<file path="config.mk">
export PLATFORM = sky130hd
export DESIGN_NAME = dual_thread_dmem_arbiter
export DESIGN_NICKNAME = d
export VERILOG_FILES = /design/src/rtl/dmem_arb_pkg.sv /design/src/rtl/rr_arbiter_2.sv /design/src/rtl/dual_thread_dmem_arbiter.sv
export SDC_FILE = /design/constraint.sdc
export NUM_CORES = 1
export LEC_CHECK = 0
export BUFFER_PORTS_ARGS = -buffer_cell sky130_fd_sc_hd__buf_2
export CAP_MARGIN = 20
export CORE_ASPECT_RATIO = 1.2
export CORE_MARGIN = 3
export CORE_UTILIZATION = 46
export DETAILED_ROUTE_END_ITERATION = 12
export GPL_ROUTABILITY_DRIVEN = 0
export HOLD_SLACK_MARGIN = 0.12
export PLACE_DENSITY = 0.8
export SYNTH_ARGS = -nofsm -noshare
export SYNTH_HDL_FRONTEND = slang
export SYNTH_SLANG_ARGS = --single-unit
export TNS_END_PERCENT = 100
</file>
<file path="constraint.sdc">
create_clock -name clk -period 1.9 [get_ports clk]
set_input_delay 0.285 -clock clk [delete_from_list [all_inputs] [get_ports clk]]
set_output_delay 0.285 -clock clk [all_outputs]
set_load 0.05 [all_outputs]
</file>
<file path="src/rtl/dmem_arb_pkg.sv">
// Shared encodings for the dual-thread data-memory arbiter.
package dmem_arb_pkg;

    typedef enum logic [1:0] {
        IDLE = 2'd0,
        WAIT = 2'd1,
        RESP = 2'd2,
        ERR  = 2'd3
    } arb_state_e;

    localparam logic T0 = 1'b0;
    localparam logic T1 = 1'b1;

    // TIMEOUT never exceeds 255, so an 8-bit wait counter always suffices.
    localparam int unsigned WCNT_W = 8;

endpackage

</file>
<file path="src/rtl/rr_arbiter_2.sv">
// Two-requester round-robin picker; the last granted thread loses the next tie.
module rr_arbiter_2
    import dmem_arb_pkg::*;
(
    input  logic clk,
    input  logic rst,
    input  logic req0,
    input  logic req1,
    input  logic take,
    output logic gnt_valid_c,
    output logic gnt_id_c
);

    logic last_grant;

    always_comb begin
        gnt_valid_c = req0 | req1;
        gnt_id_c    = T0;
        if (req0 && req1) begin
            gnt_id_c = ~last_grant;
        end else if (req1) begin
            gnt_id_c = T1;
        end
    end

    // Reset to T1 so thread 0 wins the first tie.
    always_ff @(posedge clk) begin
        if (rst) begin
            last_grant <= T1;
        end else if (take) begin
            last_grant <= gnt_id_c;
        end
    end

endmodule

</file>
<file path="src/rtl/dual_thread_dmem_arbiter.sv">
// Shares one single-ported data memory between the MEM stages of two IU threads,
// one transaction at a time with round-robin priority and a wait timeout.
module dual_thread_dmem_arbiter
    import dmem_arb_pkg::*;
#(
    parameter int unsigned AW      = 32,
    parameter int unsigned DW      = 32,
    parameter int unsigned TIMEOUT = 64,
    parameter int unsigned CNT_W   = 16
) (
    input  logic             clk,
    input  logic             rst,
    input  logic             req0,
    input  logic             we0,
    input  logic [AW-1:0]    addr0,
    input  logic [DW-1:0]    wdata0,
    output logic [DW-1:0]    rdata0,
    output logic             rvalid0,
    output logic             err0,
    output logic             stall_mem0,
    input  logic             req1,
    input  logic             we1,
    input  logic [AW-1:0]    addr1,
    input  logic [DW-1:0]    wdata1,
    output logic [DW-1:0]    rdata1,
    output logic             rvalid1,
    output logic             err1,
    output logic             stall_mem1,
    output logic             mem_en,
    output logic             mem_we,
    output logic [AW-1:0]    mem_addr,
    output logic [DW-1:0]    mem_wdata,
    input  logic [DW-1:0]    mem_rdata,
    input  logic             mem_ready,
    output logic             owner,
    output logic [CNT_W-1:0] conflict_cnt
);

    localparam logic [WCNT_W-1:0] WAIT_LAST = WCNT_W'(TIMEOUT - 1);
    localparam logic [CNT_W-1:0]  CNT_MAX   = {CNT_W{1'b1}};

    arb_state_e        state_q;
    arb_state_e        state_d;
    logic              grant_c;
    logic              gnt_valid_c;
    logic              gnt_id_c;
    logic [WCNT_W-1:0] wcnt_q;

    rr_arbiter_2 u_rr (
        .clk         (clk),
        .rst         (rst),
        .req0        (req0),
        .req1        (req1),
        .take        (grant_c),
        .gnt_valid_c (gnt_valid_c),
        .gnt_id_c    (gnt_id_c)
    );

    always_ff @(posedge clk) begin
        if (rst) begin
            state_q <= IDLE;
        end else begin
            state_q <= state_d;
        end
    end

    // mem_ready takes priority over the timeout on the last allowed wait cycle.
    always_comb begin
        state_d = state_q;
        grant_c = 1'b0;
        case (state_q)
            IDLE: begin
                if (gnt_valid_c) begin
                    grant_c = 1'b1;
                    state_d = WAIT;
                end
            end
            WAIT: begin
                if (mem_ready) begin
                    state_d = RESP;
                end else if (wcnt_q == WAIT_LAST) begin
                    state_d = ERR;
                end
            end
            RESP:    state_d = IDLE;
            ERR:     state_d = IDLE;
            default: state_d = IDLE;
        endcase
    end

    // Granted request is latched once so later input changes cannot disturb the access.
    always_ff @(posedge clk) begin
        if (rst) begin
            owner     <= T0;
            mem_we    <= 1'b0;
            mem_addr  <= '0;
            mem_wdata <= '0;
        end else if (grant_c) begin
            owner     <= gnt_id_c;
            mem_we    <= (gnt_id_c == T1) ? we1 : we0;
            mem_addr  <= (gnt_id_c == T1) ? addr1 : addr0;
            mem_wdata <= (gnt_id_c == T1) ? wdata1 : wdata0;
        end
    end

    always_ff @(posedge clk) begin
        if (rst) begin
            mem_en  <= 1'b0;
            rvalid0 <= 1'b0;
            rvalid1 <= 1'b0;
            err0    <= 1'b0;
            err1    <= 1'b0;
        end else begin
            mem_en  <= (state_d == WAIT);
            rvalid0 <= (state_d == RESP) && (owner == T0);
            rvalid1 <= (state_d == RESP) && (owner == T1);
            err0    <= (state_d == ERR) && (owner == T0);
            err1    <= (state_d == ERR) && (owner == T1);
        end
    end

    always_ff @(posedge clk) begin
        if (rst) begin
            wcnt_q <= '0;
        end else if (grant_c) begin
            wcnt_q <= '0;
        end else if (state_q == WAIT) begin
            wcnt_q <= wcnt_q + WCNT_W'(1);
        end
    end

    // Only loads update the owner's read data; it holds between loads.
    always_ff @(posedge clk) begin
        if (rst) begin
            rdata0 <= '0;
            rdata1 <= '0;
        end else if ((state_q == WAIT) && mem_ready && !mem_we) begin
            if (owner == T0) begin
                rdata0 <= mem_rdata;
            end else begin
                rdata1 <= mem_rdata;
            end
        end
    end

    always_ff @(posedge clk) begin
        if (rst) begin
            conflict_cnt <= '0;
        end else if ((state_q == IDLE) && req0 && req1 && (conflict_cnt != CNT_MAX)) begin
            conflict_cnt <= conflict_cnt + CNT_W'(1);
        end
    end

    assign stall_mem0 = req0 & ~(rvalid0 | err0);
    assign stall_mem1 = req1 & ~(rvalid1 | err1);

endmodule

</file>
==> results_dict.tcl <==
set metrics [dict create \
    fmax_mhz 556 \
    avgSynthCellArea_um2 8.83 \
    grt_max_degree 69 \
    grt_pass1_wl_mm 31.0 \
    drcViolationCount 0 \
    ys_top_cells_by_area "dfxtp_1 50%, mux2i_1 10%, nand2_1 7.9%" \
    hp-class "in -> reg" \
    cp_max_fo 6 \
    dp_slack_ns 0.128 \
    wl_mm 20.6 \
    routed_via_density 5.31 \
    ctsResizeCount 0 \
    setup_ws_ns 0.102 \
    r2r_setup_slack_ns 0.10 \
    critPathTopFamily "simple AND/OR/NAND/NOR gates" \
    post_cts_buffers 0 \
    cts.path.max_buffers 2 \
    crit_chain "ha_1 > nand4_1 > or3_4 > or4_1 > a21oi_1" \
    finalCriticalPeriod_ns 1.80 \
    clock_tree.root_cell "clkbuf_16" \
    worstSetupPathType "reg -> reg" \
    cts_tree "done" \
    die_w_um 115 \
    fill_cells 1051 \
    area_delta_synth_final_pct 43.4 \
    cp_slowest_stage_delay_ns 0.47 \
    p_per_area_nw_per_um2 980 \
    core_um2 13500 \
    htreeDepth 4 \
    ys_warn_count 0 \
    crit_slowest_cell "or4_1" \
    clk-insertion-delay-late_ns 0.43 \
    end_kind "flip-flop" \
    cp_num_buf_inv 0 \
    hpwl_mm 14.8 \
    vias 6653 \
    postRouteAntennaNets 0 \
    cellLeakagePower_nw 4.22 \
    path_clk_slew_ns 0.07 \
    fp.dieH_um 136 \
    io_pins 320 \
    grt_pass1_vias 6097 \
    synth_top_cell_by_area "dfxtp_1" \
    tns_ns 0 \
    worstSetupStartpointType "flip-flop" \
    crit_arrival_ns 2.14 \
    placed_cells 1190 \
    synth_cell_types 38 \
    status "finished, final reports clean" \
    finalHoldViolations 0 \
    dr.pass1.iters 7 \
    setup_violations 0 \
    syn_area_um2 6500 \
    clock-sinks 162 \
    antenna_found_initial 1 \
    overflow 0 \
    slew_headroom_pct 63.0 \
    cap_violations 0 \
    numCtsBuffers 17 \
    dieArea_um2 15600 \
    required_ns 2.24 \
    first_iter_violations 518 \
    finalMaxSlewViolations 0 \
    peakVddDrop_v 0.000734 \
    numPortBuffers 319 \
    rsz0062_at_grt "yes" \
    finalNetCount 1239 \
    syn_inst 736 \
    multi_input_area_um2 3050 \
    finClkSkew_ns 0.0153 \
    synth-seq-area-share_pct 49.9 \
    synth_nets 905 \
    start_util_pct 48.1 \
    wl_per_cell_um 16.4 \
    worst_pin_slew_ns 0.550 \
    seq_area_um2 3270 \
    synth_top_area_share_pct 49.9 \
    rows 46 \
    final_layout_size_suffix_gt1_share_pct 37.2 \
    grt_use_total_pct 25.3 \
    fin_cells 1252 \
    final.period_utilization_pct 94.6 \
    synth_seq_cells 162 \
]
## area by class of cell
class,count,area share (%)
Sequential cell,162,35.0
Antenna cell,1,0.0268
Inverter,3,0.121
Clock buffer,17,4.56
Multi-Input combinational cell,513,32.7
Tap cell,168,2.25
Clock inverter,15,1.82
Timing Repair Buffer,373,23.5
## kinds of logic after synthesis
kind of cell,count (synthesis),synth area share [%]
AOI/OAI and AO/OA,163,15.6
xor gates and xnor gates,7,0.943
adders and majority gates,2,0.385
buffers and inverters,61,3.87
DFF,162,49.9
muxes,68,10.5
and+or+nand+nor,273,18.8
## metrics by stage
stage | utilization, % | cell area, um2 | hold slack [ns] | power (mW)
6_report | 69.0 | 9330 | 0.131 | 9.14
5_1_grt | 69.0 | 9330 | 0.127 | 9.48
4_1_cts | 68.9 | 9330 | 0.123 | 9.22
3_5_place_dp | 62.4 | 8440 | 0.444 | 5.73
3_3_place_gp | 62.4 | 8440 | 0.438 | 5.70
2_1_floorplan | - | 6540 | 0.421 | 5.10
## worst paths after layout
path                                    endpoint             from  cells past startpoint
worst min register to register        rdata1[17]       rdata1[17]                      2
worst max-delay path            conflict_cnt[14]  conflict_cnt[0]                      5
worst min-delay path                  rdata1[12]    mem_rdata[12]                      3
worst max register to register  conflict_cnt[14]  conflict_cnt[0]                      5
## cells in the mapped netlist
master       n
xnor2_1      1
nor2b_1      5
nor3b_1      5
nand4bb_4    1
a211oi_1    65
buf_1        4
clkbuf_1    44
and3_1       7
xor2_1       6
mux2i_1     66
buf_2        6
nand2_1    136
o41ai_1      1
and2_1       1
ha_1         2
nand3_1      4
o21a_1       1
or3_1        4
or3b_2       1
a22oi_1      1
nor4_1       4
mux2_2       2
and4bb_2     1
o311ai_0     1
nor3_1      12
o21ai_0      7
buf_4        4
inv_1        3
nor2_1      72
o31a_1       1
a21oi_1     77
a21boi_1     1
o31ai_1      8
nand3b_1     2
dfxtp_1    162
nand4_1      9
or4_1        8
or3_4        1
## worst min-delay path, stage by stage
cell     delay [ns]
buf_2          0.11
nand2_1        0.05
a21oi_1        0.05
## sequential cells by signal, indices dropped and copies added (netlist names)
name and flops:
rdata1 32, state_q 2, u_rr.last_grant 1, rvalid0 1
err0 1, conflict_cnt 16, rvalid1 1, mem_addr 32
rdata0 32, owner 1, err1 1, wcnt_q 8
mem_we 1, mem_en 1, mem_wdata 32
## power by group
| part | total (mW) | leakage (nW) | internal, mW | switching (mW) |
|---|---|---|---|---|
| clock network | 3.44 | 0.293 | 1.98 | 1.46 |
| registers | 3.73 | 1.33 | 3.61 | 0.120 |
| logic | 1.97 | 2.60 | 0.616 | 1.36 |
| total | 9.14 | 4.22 | 6.20 | 2.94 |
## layer usage
metal  share of wire, %  global-route usage [%]
met1                 37                    27.8
met3                8.9                    7.08
met5                  0                       0
met4                2.6                    10.8
met2                 51                    45.1
## placed cells by master (no fill, tap or decap), types with 11 or more instances in the layout
| cell type | count |
|---|---|
| buf_2 | 318 |
| dfxtp_1 | 148 |
| nand2_1 | 136 |
| a21oi_1 | 77 |
| nor2_1 | 72 |
| mux2i_1 | 66 |
| a211oi_1 | 65 |
| dlygate4sd3_1 | 29 |
| clkbuf_16 | 17 |
| buf_4 | 17 |
| dfxtp_2 | 12 |
| nor3_1 | 11 |
## repair_timing
action | CTS | global route
endpoints found under the hold margin | 47 | 0
hold buffers | 29 | 0
setup endpoints to repair | 0 | 1
Power figures use the tool's default switching activity.
